==> src/rtl/display_buffer_writer_if.sv <==
// CPU-side PIO command/data bus and frame-buffer RAM write port of the
// display buffer writer. The master drives PIO words and observes the
// RAM writes; the slave (the writer) consumes PIO words and issues writes.
interface display_buffer_writer_if;
    logic [10:0] display_buffer_addr_export;
    logic [31:0] display_buffer_data_export;
    logic [7:0]  display_buffer_ctrl_export;
    logic        fb_wr_en;
    logic        fb_wr_bank;
    logic [10:0] fb_wr_addr;
    logic [31:0] fb_wr_data;

    modport master (
        output display_buffer_addr_export,
        output display_buffer_data_export,
        output display_buffer_ctrl_export,
        input  fb_wr_en,
        input  fb_wr_bank,
        input  fb_wr_addr,
        input  fb_wr_data
    );

    modport slave (
        input  display_buffer_addr_export,
        input  display_buffer_data_export,
        input  display_buffer_ctrl_export,
        output fb_wr_en,
        output fb_wr_bank,
        output fb_wr_addr,
        output fb_wr_data
    );
endinterface

==> src/rtl/display_buffer_writer.sv <==
// Double-buffered LED frame-buffer writer. Software toggles PIO control bits
// to request single-word writes, a full-bank CLEAR sweep, or a bank SWAP that
// is deferred to the next scanner frame boundary. Writes always target the
// back bank (the one the scanner is not displaying).
module display_buffer_writer (
    input  logic                          clk_clk,
    input  logic                          reset_reset,
    display_buffer_writer_if.slave        bus,
    input  logic                          scan_frame_start,
    output logic                          scan_bank,
    output logic                          swap_pending,
    output logic                          busy
);
    typedef enum logic [1:0] {
        ST_PRIME = 2'd0,
        ST_IDLE  = 2'd1,
        ST_CLEAR = 2'd2
    } state_t;

    state_t      state_r, state_s;
    logic [2:0]  sync1_r, sync2_r, hist_r;
    logic [2:0]  cmd_edge_s;
    logic [1:0]  prime_cnt_r, prime_cnt_s;
    logic [10:0] clr_cnt_r, clr_cnt_s;
    logic        wr_en_r, wr_en_s;
    logic        wr_bank_r;
    logic [10:0] wr_addr_r, wr_addr_s;
    logic [31:0] wr_data_r, wr_data_s;
    logic        scan_bank_r, scan_bank_s;
    logic        pending_r, pending_s;
    logic        busy_r, busy_s;
    logic        swap_go_s, swap_edge_s;
    logic        ctrl_unused_s;

    // Reserved command bits are intentionally not acted upon.
    assign ctrl_unused_s = ^bus.display_buffer_ctrl_export[7:3];

    // Either polarity of change on a synchronized bit is a command.
    assign cmd_edge_s  = sync2_r ^ hist_r;
    assign swap_edge_s = cmd_edge_s[1] && (state_r != ST_PRIME);
    assign swap_go_s   = (state_r == ST_IDLE) && scan_frame_start && pending_r;

    // Two-flop synchronizers plus edge-detect history; history simply tracks
    // the synchronized value so PRIME absorbs any bits already set at reset.
    always_ff @(posedge clk_clk) begin
        if (reset_reset) begin
            sync1_r <= 3'b000;
            sync2_r <= 3'b000;
            hist_r  <= 3'b000;
        end else begin
            sync1_r <= bus.display_buffer_ctrl_export[2:0];
            sync2_r <= sync1_r;
            hist_r  <= sync2_r;
        end
    end

    // Next-state and next-output logic for the write/clear sequencer.
    always_comb begin
        state_s     = state_r;
        prime_cnt_s = prime_cnt_r;
        clr_cnt_s   = clr_cnt_r;
        wr_en_s     = 1'b0;
        wr_addr_s   = wr_addr_r;
        wr_data_s   = wr_data_r;
        case (state_r)
            ST_PRIME: begin
                if (prime_cnt_r == 2'd2) begin
                    state_s     = ST_IDLE;
                    prime_cnt_s = 2'd0;
                end else begin
                    prime_cnt_s = prime_cnt_r + 2'd1;
                end
            end
            ST_IDLE: begin
                // CLEAR outranks a simultaneous WR, which is then lost.
                if (cmd_edge_s[2]) begin
                    state_s   = ST_CLEAR;
                    clr_cnt_s = 11'd0;
                    wr_en_s   = 1'b1;
                    wr_addr_s = 11'd0;
                    wr_data_s = 32'd0;
                end else if (cmd_edge_s[0]) begin
                    wr_en_s   = 1'b1;
                    wr_addr_s = bus.display_buffer_addr_export;
                    wr_data_s = bus.display_buffer_data_export;
                end else begin
                    state_s = ST_IDLE;
                end
            end
            ST_CLEAR: begin
                // clr_cnt_r is the address currently being written.
                if (clr_cnt_r == 11'd2047) begin
                    state_s = ST_IDLE;
                end else begin
                    clr_cnt_s = clr_cnt_r + 11'd1;
                    wr_en_s   = 1'b1;
                    wr_addr_s = clr_cnt_r + 11'd1;
                    wr_data_s = 32'd0;
                end
            end
            default: begin
                state_s     = ST_PRIME;
                prime_cnt_s = 2'd0;
            end
        endcase
        busy_s = (state_s == ST_CLEAR);
    end

    // Swap bookkeeping: a pending swap executes only at an IDLE frame start.
    always_comb begin
        scan_bank_s = scan_bank_r;
        pending_s   = pending_r;
        if (swap_go_s) begin
            scan_bank_s = ~scan_bank_r;
            pending_s   = 1'b0;
        end else if (swap_edge_s) begin
            pending_s = 1'b1;
        end else begin
            pending_s = pending_r;
        end
    end

    // State and output registers; write bank lags scan bank by one cycle so a
    // write launched on a swap edge still lands in the pre-swap back bank.
    always_ff @(posedge clk_clk) begin
        if (reset_reset) begin
            state_r     <= ST_PRIME;
            prime_cnt_r <= 2'd0;
            clr_cnt_r   <= 11'd0;
            wr_en_r     <= 1'b0;
            wr_addr_r   <= 11'd0;
            wr_data_r   <= 32'd0;
            scan_bank_r <= 1'b0;
            wr_bank_r   <= 1'b1;
            pending_r   <= 1'b0;
            busy_r      <= 1'b0;
        end else begin
            state_r     <= state_s;
            prime_cnt_r <= prime_cnt_s;
            clr_cnt_r   <= clr_cnt_s;
            wr_en_r     <= wr_en_s;
            wr_addr_r   <= wr_addr_s;
            wr_data_r   <= wr_data_s;
            scan_bank_r <= scan_bank_s;
            wr_bank_r   <= ~scan_bank_r;
            pending_r   <= pending_s;
            busy_r      <= busy_s;
        end
    end

    assign bus.fb_wr_en   = wr_en_r;
    assign bus.fb_wr_bank = wr_bank_r;
    assign bus.fb_wr_addr = wr_addr_r;
    assign bus.fb_wr_data = wr_data_r;
    assign scan_bank      = scan_bank_r;
    assign swap_pending   = pending_r;
    assign busy           = busy_r;
endmodule

==> src/flat_wrapper.sv <==
// flat-port wrapper written by rule: the top's interface ports become plain ports
module display_buffer_writer_flat 
  (clk_clk, reset_reset, scan_frame_start, scan_bank, swap_pending, busy, bus_display_buffer_addr_export, bus_display_buffer_data_export, bus_display_buffer_ctrl_export, bus_fb_wr_en, bus_fb_wr_bank, bus_fb_wr_addr, bus_fb_wr_data);
  display_buffer_writer_if bus_i ();
  input  logic clk_clk;
  input  logic reset_reset;
  input  logic scan_frame_start;
  output logic scan_bank;
  output logic swap_pending;
  output logic busy;
  input wire logic [$bits(bus_i.display_buffer_addr_export)-1:0] bus_display_buffer_addr_export;
  input wire logic [$bits(bus_i.display_buffer_data_export)-1:0] bus_display_buffer_data_export;
  input wire logic [$bits(bus_i.display_buffer_ctrl_export)-1:0] bus_display_buffer_ctrl_export;
  output wire logic [$bits(bus_i.fb_wr_en)-1:0] bus_fb_wr_en;
  output wire logic [$bits(bus_i.fb_wr_bank)-1:0] bus_fb_wr_bank;
  output wire logic [$bits(bus_i.fb_wr_addr)-1:0] bus_fb_wr_addr;
  output wire logic [$bits(bus_i.fb_wr_data)-1:0] bus_fb_wr_data;
  assign bus_i.display_buffer_addr_export = bus_display_buffer_addr_export;
  assign bus_i.display_buffer_data_export = bus_display_buffer_data_export;
  assign bus_i.display_buffer_ctrl_export = bus_display_buffer_ctrl_export;
  assign bus_fb_wr_en = bus_i.fb_wr_en;
  assign bus_fb_wr_bank = bus_i.fb_wr_bank;
  assign bus_fb_wr_addr = bus_i.fb_wr_addr;
  assign bus_fb_wr_data = bus_i.fb_wr_data;
  display_buffer_writer u_core (.clk_clk(clk_clk), .reset_reset(reset_reset), .bus(bus_i), .scan_frame_start(scan_frame_start), .scan_bank(scan_bank), .swap_pending(swap_pending), .busy(busy));
endmodule
==> config.mk <==
export PLATFORM = sky130hd
export DESIGN_NAME = display_buffer_writer_flat
export DESIGN_NICKNAME = d
export VERILOG_FILES = /design/src/rtl/display_buffer_writer_if.sv /design/src/rtl/display_buffer_writer.sv /design/src/flat_wrapper.sv
export SDC_FILE = /design/constraint.sdc
export NUM_CORES = 1
export LEC_CHECK = 0
export CAP_MARGIN = 40
export CORE_ASPECT_RATIO = 0.8
export CORE_UTILIZATION = 50
export CTS_BUF_LIST = sky130_fd_sc_hd__clkbuf_4
export DETAILED_ROUTE_END_ITERATION = 12
export DONT_BUFFER_PORTS = 1
export GPL_ROUTABILITY_DRIVEN = 1
export PLACE_DENSITY = 0.65
export SKIP_LAST_GASP = 1
export SYNTH_ARGS = -nofsm -noshare
export SYNTH_HDL_FRONTEND = slang
export SYNTH_SLANG_ARGS = --single-unit
==> constraint.sdc <==
create_clock -name clk_clk -period 2.55 [get_ports clk_clk]
set_input_delay 0.51 -clock clk_clk [delete_from_list [all_inputs] [get_ports clk_clk]]
set_output_delay 0.51 -clock clk_clk [all_outputs]
set_load 0.01 [all_outputs]
==> impl_results.md, run 1 <==
- Run status: finished, final reports clean
- EDFF count, synth: 0
- IO buf count: 0
- Async S/R FF share, synth: 0%
- Unique masters post-synth: 47
- Die Height: 74.2 um
- WL final: 7680 um
- CTS tree: done
- Final instance area: 3380 um^2
- Pwr/cell area: 870 nW/um^2
- Core Region: 6100 um^2
- Period utilisation layout: 86.4%
- Register bit total from synthesis: 72
- DR DRC count: 0
- Cell Area, Placed: 3270 um^2
- FP Rows: 25
- H-Tree Depth: 3
- Mapped cell area: 3260 um^2
- Worst-skew pair later-pin latency: 420 ps
- Critical Path Fanout Max: 43
- WS Path Type: reg2reg
- Clock slew at reported path FFs: 120 ps
- Antenna viol nets, final: 0
- Final hold violations: 0
- Clock Power Share: 20.2%
- CP Cell Sequence: ha_1, nand4_4, or4_4, buf_4, a21oi_1, a211oi_2
- Worst rel slew slack: 69.8%
- IO Pins: 102
- GP Congestion: 0.857
- Number of max-cap violations: 0
- Starting Density: 53.4%
- Avg Cell Area, Syn: 8.57 um^2
- Sequential share of power: 53.6%
- Min-Delay Path Class: in2reg
- Initial antenna violation count: 0
- Vias: 2772
- Worst EP required: 2840 ps
- CTS sink count: 72
- Leading register cell type out of synthesis: dfxtp_1
- Worst setup EP type: flop
- Hold-fix buffers, CTS: 0
- Sequential fraction of the synthesis area: 44.2%
- Fmax: 454 MHz
- Endpoints failing setup: 0
- Min cycle time layout: 2200 ps
- Critical path buffer and inverter count: 1
- Starting DRT DRC Count: 147
- Largest net degree at the start of global routing: 44
- CP delay by family, top: simple AND/OR/NAND/NOR gates
- Combinational power share: 26.1%
- CP Data Arrival Time: 2500 ps
- CP max stage delay: 520 ps
- Leak: 1.13 nW
- Critical-path top delay cell: or4_4
- Final Skew: 8.74 ps
- Vias per Instance: 6.11
- Die Wd: 92.3 um
- Post-DP HPWL: 5050 um
- Cts bufs inserted: 9
- Pre-antenna DRT Iters: 4
- Slew Limit Fails: 0
- Cells after Synth: 380
- Peak supply drop: 0.000522 V
- Buffers from clock root to sink, at most: 2
- Switch share: 38.7%
- Total Routing Usage GR: 23.0%
- Psw: 0.00114 W
- # fillers: 581
- Setup TNS: 0 ps
- Post-CTS Setup Bufs: 0
- CP Launch Type: flop
- Placed insts: 438
- Die area: 6840 um^2
- Post-synthesis net count: 439
- Routed WL per cell: 16.9 um
- Ant diodes: 0
- Vias in the first global route: 2512
- Int Pwr: 0.00180 W
- Layout area overhead: 3.65%
- Nets@finish: 427
- Worst-margin pin slew: 453 ps
- CTS resizes: 0
- Clock root cell: clkbuf_4
- Share of layout cells above drive strength 1: 11.0%
- RSZ-0062 raised after global routing: no
- GR Overflow Total: 0
- Synth warn: 0
- Post-route insts no fill: 454
- First-pass GRT wire length: 12200 um
## path summary, 6_finish.rpt
check | to | from | cells after the start | slack (ps)
max | u_core.bus.fb_wr_addr[1] | u_core.clr_cnt_r[0] | 6 | 350
min | u_core.swap_pending | reset_reset | 1 | 160
max reg2reg | u_core.bus.fb_wr_addr[1] | u_core.clr_cnt_r[0] | 6 | 350
min reg2reg | u_core.sync2_r[1] | u_core.sync1_r[1] | 1 | 450
## cells by family after synthesis
kind of cell             after synthesis  share of synthesized area, %
AO/OA/AOI/OAI                        109                          21.7
XOR/XNOR                               7                          1.88
adder cells (fa/ha/maj)                5                          1.92
buffers and inverters                 40                          6.11
flip-flops                            72                          44.2
multiplexers                           2                         0.653
AND/OR/NAND/NOR                      145                          23.5
## sequential cells by signal, summed over array words and instances (netlist names)
name / count
u_core.bus.fb_wr_addr: 11
u_core.bus.fb_wr_bank: 1
u_core.bus.fb_wr_data: 32
u_core.bus.fb_wr_en: 1
u_core.busy: 1
u_core.clr_cnt_r: 11
u_core.hist_r: 3
u_core.prime_cnt_r: 2
u_core.scan_bank: 1
u_core.state_r: 2
u_core.swap_pending: 1
u_core.sync1_r: 3
u_core.sync2_r: 3
## per-stage QoR
step | setup WS, ps | total power [W] | utilization [%] | hold slack (ps)
after global placement | 431 | 0.00234 | 53.6 | 417
after detailed placement | 399 | 0.00237 | 53.6 | 425
after global routing | 202 | 0.00314 | 55.4 | 103
after floorplan | 486 | 0.00225 | - | 414
final | 346 | 0.00294 | 55.4 | 156
after CTS | 351 | 0.00296 | 55.4 | 124
## synthesized netlist by cell type, types with 2 or more instances
library cell / number / area (um^2)
nor4_1: 4 / 25.0
a211oi_2: 5 / 62.6
o31a_1: 5 / 43.8
a311oi_2: 3 / 45.0
xnor2_1: 2 / 17.5
nand4_1: 34 / 213
dfxtp_1: 72 / 1440
o31ai_1: 2 / 15.0
nor2_1: 10 / 37.5
nor3_1: 6 / 30.0
nand2_1: 53 / 199
o21ai_0: 44 / 220
o21a_1: 2 / 15.0
nand3_1: 9 / 45.0
and3_1: 4 / 25.0
clkbuf_1: 20 / 75.1
buf_6: 6 / 67.6
a211oi_1: 2 / 15.0
buf_2: 3 / 15.0
ha_1: 5 / 62.6
nand2b_1: 6 / 37.5
buf_1: 5 / 18.8
inv_1: 5 / 18.8
a311oi_1: 9 / 78.8
a22oi_1: 2 / 15.0
a31oi_1: 4 / 25.0
xor2_1: 5 / 43.8
nor2b_1: 9 / 56.3
a21oi_1: 26 / 130
## power by group through the flow
stage,combinational [W],sequential (W),clock [W]
final,0.000768,0.00157,0.000595
after floorplan,0.000696,0.00155,0
after global routing,0.000870,0.00160,0.000666
after global placement,0.000745,0.00160,0
after detailed placement,0.000768,0.00160,0
after CTS,0.000768,0.00158,0.000613
## layer usage
layer | track usage, % | share of wire (%)
met4 | 8.85 | 1.3
met3 | 8.38 | 7.8
met2 | 36.0 | 46
met5 | 0 | 0
met1 | 29.5 | 45
## layout by cell type (no fill, tap or decap), types with 2 or more instances in the layout
master and n:
dfxtp_1 72, o21ai_0 44, clkinvlp_4 2, nor2b_1 9, xor2_1 5, a211oi_1 2, a22oi_1 2, buf_4 11
a31oi_1 4, o31ai_1 2, clkinv_2 4, o31a_1 5, nor4_1 4, a311oi_1 9, nand2_1 53, clkinv_1 2
a311oi_2 3, nand2b_1 6, xnor2_1 2, a211oi_2 5, clkbuf_4 9, and3_1 4, nand4_1 34, nor3_1 5
inv_1 5, ha_1 5, nand3_1 9, a21oi_1 26, o21a_1 2, nor2_1 10
## cell type report
type / count / area [um^2] / share of cell area [%]
clock buffers: 9 / 67.6 / 2.00
clock inverters: 7 / 38.8 / 1.15
inverters: 6 / 22.5 / 0.667
multi-input cells: 268 / 1620 / 48.1
flip-flops and latches: 72 / 1440 / 42.7
well taps: 81 / 101 / 3.00
repair buffers: 11 / 82.6 / 2.45
Note: power is estimated with default switching activity, not from simulation.
==> inputs of run 2 (changes only) <==
- RECOVER_POWER: not set -> 100
==> run 2 against run 1 <==
Core utilization decreased by 0.12 points; die area is the same; register-to-register slack lost 30 ps; routed wire length increased by 1.1%; clock-buffer cell count unchanged; cell area shrank 0.22%; combinational power about the same; largest power group unchanged.
==> impl_results.md, run 2 (synthesized netlist as in run 1, its figures left out) <==
- Final hold slack: 158 ps (was 156 ps)
- Int Pwr: 0.00180 W (about the same)
- Worst EP required: 2840 ps (about the same)
- CTS sink count: 72 (unchanged)
- Combinational power share: 26.2% (was 26.1%)
- Starting DRT DRC Count: 174 (was 147)
- DR DRC count: 0 (unchanged)
- Core Region: 6100 um^2 (unchanged)
- Endpoints failing setup: 0 (unchanged)
- H-Tree Depth: 3 (unchanged)
- Initial antenna violation count: 0 (unchanged)
- Commonest non-fill, non-tap cell in the layout: dfxtp_1 (unchanged)
- WS Path Type: reg2reg (unchanged)
- Placed insts: 438 (unchanged)
- Vias: 2796 (was 2772)
- FP Rows: 25 (unchanged)
- Clock Power Share: 20.2% (about the same)
- Nets@finish: 427 (unchanged)
- Commonest cells after routing, fill and taps aside: dfxtp_1 (72), nand2_1 (53), o21ai_0 (44), nand4_1 (34), a21oi_1 (26) (unchanged)
- Psw: 0.00114 W (about the same)
- Final Skew: 9.11 ps (was 8.74 ps)
- Post-route insts no fill: 454 (unchanged)
- CP Cell Sequence: ha_1, nand4_4, or4_1, buf_4, a21oi_1, a211oi_2 (was ha_1, nand4_4, or4_4, buf_4, a21oi_1, a211oi_2)
- Final WS setup: 315 ps (was 346 ps)
- Die area: 6840 um^2 (unchanged)
- Slew Limit Fails: 0 (unchanged)
- CP max stage delay: 530 ps (was 520 ps)
- Layout area overhead: 3.42% (was 3.65%)
- Max FFs per register: 32 (unchanged)
- CP Launch Type: flop (unchanged)
- Peak supply drop: 0.000523 V (was 0.000522 V)
- Starting Density: 53.4% (unchanged)
- Cts bufs inserted: 9 (unchanged)
- Pre-antenna DRT Iters: 5 (was 4)
- Buffers from clock root to sink, at most: 2 (unchanged)
- Run status: finished, final reports clean (unchanged)
- CP Data Arrival Time: 2520 ps (was 2500 ps)
- Worst-margin pin slew: 479 ps (was 453 ps)
- Ant diodes: 0 (unchanged)
- Die Height: 74.2 um (unchanged)
- Final hold violations: 0 (unchanged)
- GR Overflow Total: 0 (unchanged)
- Pwr/cell area: 872 nW/um^2 (was 870 nW/um^2)
- First-pass GRT wire length: 12200 um (unchanged)
- Hold-fix buffers, CTS: 0 (unchanged)
- Worst-skew pair later-pin latency: 420 ps (about the same)
- CTS resizes: 0 (unchanged)
- Pre-CTS WS: 399 ps (unchanged)
- Post-DP HPWL: 5050 um (unchanged)
- Die Wd: 92.3 um (unchanged)
- Switch share: 38.7% (about the same)
- IO buf count: 0 (unchanged)
- # fillers: 583 (was 581)
- Post-CTS Setup Bufs: 0 (unchanged)
- Min cycle time layout: 2240 ps (was 2200 ps)
- Min-Delay Path Class: in2reg (unchanged)
- CTS tree: done (unchanged)
- Vias in the first global route: 2512 (unchanged)
- Clock root cell: clkbuf_4 (unchanged)
- Total Routing Usage GR: 23.0% (unchanged)
- Leak: 1.12 nW (was 1.13 nW)
- Vias per Instance: 6.16 (was 6.11)
- Worst rel slew slack: 68.1% (was 69.8%)
- IO Pins: 102 (unchanged)
- Share of layout cells above drive strength 1: 10.5% (was 11.0%)
- Fmax: 447 MHz (was 454 MHz)
- Setup TNS: 0 ps (unchanged)
- Sequential share of power: 53.6% (about the same)
- Critical path buffer and inverter count: 1 (unchanged)
- Number of max-cap violations: 0 (unchanged)
- WL final: 7770 um (was 7680 um)
- Antenna viol nets, final: 0 (unchanged)
- Worst setup EP type: flop (unchanged)
- Clock slew at reported path FFs: 120 ps (about the same)
- Critical Path Fanout Max: 43 (unchanged)
- Routed WL per cell: 17.1 um (was 16.9 um)
- Largest net degree at the start of global routing: 44 (unchanged)
- CP delay by family, top: simple AND/OR/NAND/NOR gates (unchanged)
- GP Congestion: 0.857 (unchanged)
- Period utilisation layout: 87.7% (was 86.4%)
- RSZ-0062 raised after global routing: no (unchanged)
- Critical-path top delay cell: or4_1 (was or4_4)
[run 2: power by group through the flow]
stage                     Sequential (W)  Clock (W)  Combinational, W
after global routing             0.00160   0.000666          0.000870
after detailed placement         0.00160          0          0.000768
after global placement           0.00160          0          0.000745
final                            0.00157   0.000593          0.000770
after CTS                        0.00158   0.000613          0.000768
after floorplan                  0.00155          0          0.000696
[run 2: area by class of cell]
cell class | count | area [um^2] | share of cell area [%]
clock buffer | 9 | 67.6 | 2.01
clock inverter | 7 | 38.8 | 1.15
sequential | 72 | 1440 | 42.8
multi-input combinational | 268 | 1620 | 48.1
timing repair buffer | 11 | 78.8 | 2.34
inverter | 6 | 22.5 | 0.668
tap | 81 | 101 | 3.01
[run 2: worst paths after layout]
check	startpoint	cells past startpoint	endpoint	slack (ps)
max reg2reg	u_core.clr_cnt_r[0]	6	u_core.bus.fb_wr_addr[1]	310
max	u_core.clr_cnt_r[0]	6	u_core.bus.fb_wr_addr[1]	310
min	reset_reset	1	u_core.swap_pending	160
min reg2reg	u_core.sync1_r[1]	1	u_core.sync2_r[1]	450
[run 2: metrics by stage]
step	utilization [%]	power [W]	instance area (um^2)
floorplan	-	0.00225	3260
global placement	53.6	0.00234	3270
finish	55.2	0.00294	3370
global route	55.2	0.00314	3370
CTS	55.4	0.00296	3380
detailed placement	53.6	0.00237	3270
[run 2: metal layers]
layer	vias to the layer above	share of wire, %	track usage (%)
met5	-	0	0
li1	1372	-	-
met3	7	7.6	8.38
met2	95	45	36.0
met4	0	1.3	8.85
met1	1322	46	29.5
